**src/rtl/trace_monitor_pkg.sv**
```systemverilog
// Shared types and constants for the trace monitor: FSM encoding, entry widths
// and the lowest-index priority helper used for breakpoint selection.
package trace_monitor_pkg;

  localparam int ENTRY_W = 64;
  localparam int PC_W    = 32;

  typedef enum logic [1:0] {
    ST_IDLE   = 2'd0,
    ST_ARMED  = 2'd1,
    ST_POST   = 2'd2,
    ST_HALTED = 2'd3
  } state_t;

  // Lowest set bit wins when several comparators match on the same cycle.
  function automatic logic [2:0] lowest_hit(input logic [7:0] hits);
    logic [2:0] idx;
    idx = 3'd0;
    for (int k = 7; k >= 0; k--) begin
      if (hits[k]) idx = 3'(k);
      else         idx = idx;
    end
    return idx;
  endfunction

endpackage

```
**src/rtl/trace_ram.sv**
```systemverilog
// Trace storage: DEPTH x ENTRY_W array, one write port, registered read port.
// Only the read data register is reset; the array itself carries no reset.
module trace_ram
  import trace_monitor_pkg::*;
#(
  parameter int DEPTH = 16,
  parameter int AW    = 4
) (
  input  logic               clk,
  input  logic               rst,
  input  logic               we,
  input  logic [AW-1:0]      waddr,
  input  logic [ENTRY_W-1:0] wdata,
  input  logic               re,
  input  logic [AW-1:0]      raddr,
  output logic [ENTRY_W-1:0] rdata
);

  logic [ENTRY_W-1:0] mem [DEPTH];

  // Array write
  always_ff @(posedge clk) begin
    if (we) mem[waddr] <= wdata;
  end

  // Registered read data
  always_ff @(posedge clk or posedge rst) begin
    if (rst)     rdata <= {ENTRY_W{1'b0}};
    else if (re) rdata <= mem[raddr];
  end

endmodule

```
**src/rtl/trace_monitor.sv**
```systemverilog
// Instruction trace monitor with PC breakpoints and post-trigger capture.
// Optional step counter enabled by defining TRACE_MONITOR_STEP_CNT_EN.
module trace_monitor
  import trace_monitor_pkg::*;
#(
  parameter int DEPTH  = 16,
  parameter int NUM_BP = 2,
  parameter int POST   = 4
) (
  input  logic                 clk,
  input  logic                 rst,
  input  logic                 valid_i,
  input  logic [PC_W-1:0]      pc_i,
  input  logic [31:0]          instr_i,
  input  logic [PC_W*NUM_BP-1:0] bp_addr_i,
  input  logic [NUM_BP-1:0]    bp_en_i,
  input  logic                 arm_i,
  input  logic                 clear_i,
  input  logic                 rd_en_i,
  output logic [ENTRY_W-1:0]   rd_data_o,
  output logic                 rd_valid_o,
  output logic                 empty_o,
  output logic                 full_o,
  output logic                 halt_o,
  output logic [2:0]           hit_idx_o,
  output logic [1:0]           state_o,
  output logic [31:0]          step_cnt_o
);

  localparam int AW = (DEPTH > 1) ? $clog2(DEPTH) : 1;
  localparam int CW = $clog2(DEPTH) + 1;
  localparam logic [CW-1:0] FULL_CNT = CW'(DEPTH);
  localparam logic [CW-1:0] POST_CNT = CW'(POST);

  state_t          state, next_state;
  logic [AW-1:0]   wr_ptr, rd_ptr;
  logic [CW-1:0]   count, post_cnt;
  logic [2:0]      hit_idx;
  logic            rd_valid;
  logic [7:0]      hit_vec;
  logic            hit_any, capture, pop, arm_go;

  // Breakpoint compare and per-cycle action decode; clear_i suppresses all actions
  always_comb begin
    hit_vec = 8'd0;
    for (int k = 0; k < NUM_BP; k++) begin
      hit_vec[k] = bp_en_i[k] && (bp_addr_i[PC_W*k +: PC_W] == pc_i);
    end
    hit_any = valid_i && (state == ST_ARMED) && (hit_vec != 8'd0) && !clear_i;
    capture = valid_i && ((state == ST_ARMED) || (state == ST_POST)) && !clear_i;
    pop     = rd_en_i && (state == ST_HALTED) && (count != {CW{1'b0}}) && !clear_i;
    arm_go  = arm_i && (state == ST_IDLE) && !clear_i;
  end

  // State register
  always_ff @(posedge clk or posedge rst) begin
    if (rst) state <= ST_IDLE;
    else     state <= next_state;
  end

  // Next-state logic
  always_comb begin
    next_state = state;
    if (clear_i) begin
      next_state = ST_IDLE;
    end else begin
      case (state)
        ST_IDLE: begin
          if (arm_i) next_state = ST_ARMED;
          else       next_state = ST_IDLE;
        end
        ST_ARMED: begin
          if (hit_any) next_state = (POST == 0) ? ST_HALTED : ST_POST;
          else         next_state = ST_ARMED;
        end
        ST_POST: begin
          if (capture && (post_cnt == CW'(1))) next_state = ST_HALTED;
          else                                 next_state = ST_POST;
        end
        ST_HALTED: next_state = ST_HALTED;
        default:   next_state = ST_IDLE;
      endcase
    end
  end

  // Circular buffer pointers, occupancy and read-valid pulse
  always_ff @(posedge clk or posedge rst) begin
    if (rst) begin
      wr_ptr   <= {AW{1'b0}};
      rd_ptr   <= {AW{1'b0}};
      count    <= {CW{1'b0}};
      rd_valid <= 1'b0;
    end else if (clear_i) begin
      wr_ptr   <= {AW{1'b0}};
      rd_ptr   <= {AW{1'b0}};
      count    <= {CW{1'b0}};
      rd_valid <= 1'b0;
    end else begin
      rd_valid <= pop;
      if (arm_go) begin
        wr_ptr <= {AW{1'b0}};
        rd_ptr <= {AW{1'b0}};
        count  <= {CW{1'b0}};
      end else if (capture) begin
        wr_ptr <= wr_ptr + AW'(1);
        // A full buffer overwrites its oldest entry
        if (count == FULL_CNT) rd_ptr <= rd_ptr + AW'(1);
        else                   count  <= count + CW'(1);
      end else if (pop) begin
        rd_ptr <= rd_ptr + AW'(1);
        count  <= count - CW'(1);
      end
    end
  end

  // Trigger index capture and post-trigger countdown
  always_ff @(posedge clk or posedge rst) begin
    if (rst) begin
      hit_idx  <= 3'd0;
      post_cnt <= {CW{1'b0}};
    end else if (hit_any) begin
      hit_idx  <= lowest_hit(hit_vec);
      post_cnt <= POST_CNT;
    end else if (capture && (state == ST_POST)) begin
      post_cnt <= post_cnt - CW'(1);
    end
  end

`ifdef TRACE_MONITOR_STEP_CNT_EN
  logic [31:0] step_cnt;

  // Retired-instruction counter, zeroed on arm
  always_ff @(posedge clk or posedge rst) begin
    if (rst)          step_cnt <= 32'd0;
    else if (arm_go)  step_cnt <= 32'd0;
    else if (capture) step_cnt <= step_cnt + 32'd1;
  end

  assign step_cnt_o = step_cnt;
`else
  assign step_cnt_o = 32'd0;
`endif

  trace_ram #(
    .DEPTH (DEPTH),
    .AW    (AW)
  ) u_ram (
    .clk   (clk),
    .rst   (rst),
    .we    (capture),
    .waddr (wr_ptr),
    .wdata ({pc_i, instr_i}),
    .re    (pop),
    .raddr (rd_ptr),
    .rdata (rd_data_o)
  );

  assign rd_valid_o = rd_valid;
  assign empty_o    = (count == {CW{1'b0}});
  assign full_o     = (count == FULL_CNT);
  assign halt_o     = (state == ST_HALTED);
  assign hit_idx_o  = hit_idx;
  assign state_o    = state;

endmodule

```
**config.mk**
```make
export PLATFORM = sky130hd
export DESIGN_NAME = trace_monitor
export DESIGN_NICKNAME = d
export VERILOG_FILES = /design/src/rtl/trace_monitor_pkg.sv /design/src/rtl/trace_ram.sv /design/src/rtl/trace_monitor.sv
export SDC_FILE = /design/constraint.sdc
export NUM_CORES = 1
export LEC_CHECK = 0
export CORE_UTILIZATION = 55
export DETAILED_ROUTE_END_ITERATION = 10
export PLACE_DENSITY = 0.78
export SLEW_MARGIN = 20
export SYNTH_ARGS = -nofsm -noshare
export SYNTH_HDL_FRONTEND = slang
export SYNTH_SLANG_ARGS = --single-unit
```
**constraint.sdc**
```tcl
create_clock -name clk -period 5.2 [get_ports clk]
set_input_delay 0.78 -clock clk [delete_from_list [all_inputs] [get_ports clk]]
set_output_delay 0.78 -clock clk [all_outputs]
set_load 0.005 [all_outputs]
```
Word-level counts from Yosys, hierarchy flattened
Memory sizes are Yosys's and may differ from the RTL's. A register that Yosys moved wholly into a read port is not among the register bits.
Cells that the tools add are included.
{"block": "word_totals", "reg_bits": 24, "latchBits": 0, "mem_count": 1, "output_inout_bits": 105, "rom_bits": 0, "wordCells": 72, "mem_bits_rw": 1024}
{"memory": "u_ram.mem", "depth": 16, "width": 64, "rd": 1, "rd_ports_with_merged_regs": 1, "wr": 1, "line_no": "trace_ram.sv:19", "rtl": "logic [ENTRY_W-1:0] mem [DEPTH];"}
{"block": "op_classes", "magnitude_cmp": 0, "n_mux": 25, "eq_ne": 9, "reduce_logical": 25, "bitwise_logic": 0, "n_mul": 0, "n_shift": 0, "n_addsub": 5, "n_div": 0}
{"op": "equality test 32 bit", "count": 2}
{"op": "2-to-1 mux 5 bit", "count": 7}
{"op": "2-to-1 mux 4 bit", "count": 8}
{"op": "logical AND 1 bit", "count": 14}
{"op": "subtractor 5 x 1 -> 5 bit (second input constant)", "count": 2}
{"op": "adder 4 x 1 -> 4 bit (second input constant)", "count": 2}
{"op": "!= test 4 x 3 -> 1 bit (second input constant)", "count": 2}
{"op": "one-hot mux 2 bit (4 select lines)", "count": 1}
{"op": "2-to-1 mux 1 bit", "count": 6}
{"op": "adder 5 x 1 -> 5 bit (second input constant)", "count": 1}
{"op": "equality test 5 x 1 -> 1 bit (second input constant)", "count": 1}
{"op": "equality test 5 bit (second input constant)", "count": 1}
{"op": "zero test 5 bit", "count": 1}
{"op": "nonzero test 5 bit", "count": 1}
{"op": "equality test 2 bit (second input constant)", "count": 2}
{"op": "2-to-1 mux 2 bit", "count": 2}
{"op": "AND reduction 2 bit", "count": 2}
{"op": "nonzero test 2 bit", "count": 2}
{"op": "nonzero test 4 bit", "count": 1}
{"op": "2-to-1 mux 3 bit", "count": 1}
{"op": "nonzero test 3 bit", "count": 1}
{"op": "equality test 2 x 1 -> 1 bit (second input constant)", "count": 1}
{"op": "zero test 2 bit", "count": 1}
{"op": "zero test 1 bit", "count": 1}
{"op": "logical OR 1 bit", "count": 1}

Depth between registers and ports, before layout
{"block": "depth", "depth_word": 8, "mapped_depth": 12}

Modules after synthesis
From an unflattened synthesis, not the netlist that was laid out.
{"block": "hier_totals", "cells_unflattened": 1982, "hier_area_um2": 43734.4}
{"mod": "trace_ram", "instances": 1, "seq_area_each_um2": 32351.0, "area_per_inst_um2": 41479.8, "cells_each": 1727}
{"mod": "trace_monitor", "instances": 1, "seq_area_each_um2": 550.5, "area_per_inst_um2": 2254.7, "cells_each": 255}

Least setup slack after synthesis
Ideal clock, no wire load.
{"block": "synth_path", "kind": "input to register", "start": "input clear_i", "end": "memory u_ram.mem[10][0], enable pin", "arrival_ns": 3.098, "path_buffers": 1, "setup_ns": 0.429, "t_required_ns": 4.771, "path_slack_ns": 1.673, "cell_stages": 5, "path_cell_list": "and3b_1 > clkbuf_1 > inv_2 > nor3b_1 > and2_1"}
{"block": "synth_between", "elab_chain_len": 4}
{"item": "start, declared", "line_no": "trace_monitor.sv:18", "rtl": "input logic clear_i,"}
{"item": "zero test 1 bit", "line_no": "trace_monitor.sv:50", "rtl": "capture = valid_i && ((state == ST_ARMED) || (state == ST_POST)) && !clear_i;"}
{"item": "logical AND 1 bit", "line_no": "trace_monitor.sv:50"}
{"item": "2-to-1 mux 1 bit", "line_no": "trace_ram.sv:23", "rtl": "if (we) mem[waddr] <= wdata;"}
{"item": "2-to-1 mux 1 bit (implied by the code)", "line_no": "trace_ram.sv:23"}
{"item": "end, declared", "line_no": "trace_ram.sv:19"}
No other way between the ends.

Worst setup path after layout
{"block": "layout_path", "start": "register state[0] (netlist: state_o[0])", "end": "memory u_ram.mem[9][2], enable pin"}
{"block": "layout_between", "elab_chain_len": 6, "elab_cells_between_ends": 7}
{"item": "start, declared", "line_no": "trace_monitor.sv:35", "rtl": "state_t state, next_state;"}
{"item": "start signal, assigned", "line_no": "trace_monitor.sv:58", "rtl": "else state <= next_state;"}
{"item": "equality test 2 x 1 -> 1 bit / equality test 2 bit (equally long branches)", "line_no": "trace_monitor.sv:50"}
{"item": "logical OR 1 bit *", "line_no": "trace_monitor.sv:50"}
{"item": "logical AND 1 bit * (2 in a row)", "line_no": "trace_monitor.sv:50"}
{"item": "2-to-1 mux 1 bit *", "line_no": "trace_ram.sv:23"}
{"item": "2-to-1 mux 1 bit (implied by the code) *", "line_no": "trace_ram.sv:23"}
Mark *: on every way between the ends. The rest lies on a longest branch, timed or not.

==> flow_summary.yaml <==
final_layout:
  layout-drive-gt1-share_pct: 19.3
  stdcell_area_um2: 50200
  syn_to_final_growth_pct: 15.1
  nets: 2595
  fin_util_pct: 64.4
synthesis:
  synthFlopType: "edfxtp_1"
  synth_cells: 2192
  syn_area_um2: 43600
  ys_ff_latch: 1110
  postSynthAreaPerCell_um2: 19.9
  yosys_warnings: 0
  ys_types: 50
  synthArstFlopShare_pct: 7.75
  seq_area_frac_synth_pct: 75.4
  synth_edf_count: 1024
placement:
  pre_cts_slack_ns: 1.39
  post_dp_cell_area_um2: 46800
  port_buffers: 206
  hpwlAfterDp_mm: 57.0
  gp_congestion: 0.791
clock_tree:
  path_clk_slew_ns: 0.06
  max-clock-path-buffers: 3
  ctsResizeCount: 0
  cts_root_buffer: "clkbuf_16"
  htree_levels: 3
  holdBufCountCts: 0
  cts_buffers: 105
  tritoncts: "yes"
  clock_latency_ns: 0.67
  cts_num_sinks: 1110
  cts_setup_buffers: 0
drt:
  via_per_inst: 6.27
  dr.pass1.iters: 5
  ant_nets: 0
  routedWlPerCell_um: 28.3
  vias: 22402
  drtIter0Drc: 2347
  drc: 0
  routed_wl_mm: 101
floorplanning:
  initial_core_util_pct: 55.9
  die_width_um: 284
  die_area_um2: 80400
  die_h_um: 284
  coreArea_um2: 78000
  rows: 102
  ioPinCount: 241
global_routing:
  grt_usage_pct: 25.2
  antenna_found_initial: 2
  grt_overflow: 0
  grt_max_degree: 80
  grt_pass1_wl_mm: 149
  grt_pass1_vias: 23156
worst_setup_path:
  r2r_start: "state_o[0]"
  cp_slowest_stage_delay_ns: 0.68
  required_ns: 5.51
  startpoint_type: "flip-flop"
  critPathKind: "reg -> reg"
  cp.arrival_ns: 3.58
  crit_path_top_delay_cell: "and2_4"
  crit_fanout: 34
  endpoint_kind: "flip-flop"
  crit_start: "state_o[0]"
  path_cells: "inv_1 -> ha_1 -> and3b_1 -> inv_2 -> nor3b_1 -> and2_4 -> buf_4"
  r2r_cells: 7
timing:
  rsz0062_at_grt: "false"
  clock_skew_ns: 0.0299
  tightest_slew_ns: 1.04
  fin_crit_sh_pct: 62.8
  layout_min_cycle_time_ns: 3.26
  timing.fmax_ghz: 0.306
  slew_viol_final: 0
  setup_violations: 0
  final_hold_viol_count: 0
  slew_headroom_pct: 30.4
  fin_ws_ns: 1.94
  tns_ns: 0
hold_path:
  hold_class: "reg -> reg"
  whs_path_depth: 2
  hold_path.startpoint: "u_ram.rdata[15]"
power_and_ir_drop:
  power_per_cell_area_nw_per_um2: 368
  leakage_nw: 15.9
  vdd.ir_drop.worst_mv: 0.236
job:
  maxCapViolations: 0
outcome:
  status: "finished, final reports clean"
stage by stage:
step,std cells,hold slack [ns],power [mW]
2_1_floorplan,2225,0.477,10.7
3_3_place_gp,3376,0.469,11.1
3_5_place_dp,3376,0.474,11.2
4_1_cts,3574,0.488,18.6
5_1_grt,3574,0.511,19.0
6_report,3575,0.481,18.5
critical path: cells and delay by family (launching register included):
family,cells,cell delay (ns)
flops,1,0.40
simple gates,3,1.46
fa+ha+maj,1,0.33
buf+inv,3,0.72
layout by cell type (no fill, tap or decap), types with 5 or more instances in the layout:
cell type,n
xnor2_1,11
nor2_1,17
clkinv_2,26
clkbuf_1,22
clkbuf_16,107
nor4_1,17
inv_6,5
inv_1,9
o21ai_0,5
o221ai_2,51
buf_4,45
mux2i_1,128
mux4_2,192
nand3_1,10
buf_12,10
o221ai_1,77
clkbuf_8,7
edfxtp_1,1024
conb_1,34
ha_1,15
o21ai_1,128
and2_4,16
clkdlybuf4s50_1,206
dfrtp_1,82
xor2_1,65
a21oi_1,9
nand2_1,141
bufinv_16,7
clkinv_1,17
logic make-up after synthesis:
family | share of synthesized area [%]
adder cells (fa/ha/maj) | 0.476
AND/OR/NAND/NOR | 2.35
other | 0.00860
buffers and inverters | 2.23
AO/OA/AOI/OAI | 5.11
flip-flops | 75.4
multiplexers | 12.9
XOR/XNOR | 1.53
cell usage after synthesis, types with 11 or more instances:
library cell	count	area share, %
nor2_1	17	0.15
buf_6	15	0.39
o21ai_1	128	1.5
nor4_1	17	0.24
o221ai_2	51	1.8
and2_1	18	0.26
xor2_1	65	1.3
ha_1	15	0.43
xnor2_1	11	0.22
clkbuf_1	38	0.33
edfxtp_1	1024	70
o221ai_1	77	1.5
dfrtp_1	86	4.9
buf_4	37	0.64
mux2i_1	128	2.9
mux4_2	192	9.9
buf_2	41	0.47
nand2_1	142	1.2
buf_1	14	0.12
layer usage:
metal | GRT usage [%] | vias up | wire (µm) | part of all wire, %
li1 | - | 9399 | - | -
met1 | 34.1 | 11614 | 39700 | 39
met2 | 41.4 | 1220 | 50100 | 50
met3 | 4.78 | 169 | 8380 | 8.3
met4 | 8.85 | 0 | 2940 | 2.9
met5 | 0 | - | 0 | 0
power by group:
part | switching, mW | total, mW | internal (mW)
combinational | 0.619 | 1.16 | 0.539
sequential | 0.0513 | 9.83 | 9.78
clock | 3.25 | 7.49 | 4.24
total | 3.92 | 18.5 | 14.5
path summary, 6_finish.rpt:
path | to | slack (ns)
min in group asynchronous | u_ram.rdata[41] | 0.51
min | u_ram.rdata[15] | 0.48
min reg2reg | u_ram.rdata[15] | 0.48
max in group asynchronous | rd_ptr[1] | 3.69
max reg2reg | u_ram.mem[9][2] | 1.94
max | u_ram.mem[9][2] | 1.94
flip-flops by register name (all words and copies together), names as in the netlist:
signal,count
u_ram.rdata,64
hit_idx_o,1
state_o,2
rd_ptr,4
count,5
rd_valid_o,1
u_ram.mem,1024
post_cnt,5
wr_ptr,4
layout make-up:
cell class,count,area (µm²)
tap,1040,1300
clock buffer,136,2860
inverter,13,53.8
multi-input combinational,952,9940
fill,4998,27800
antenna,1,2.50
clock inverter,62,533
timing repair buffer,261,2600
sequential,1110,32900
Power figures use the tool's default switching activity.
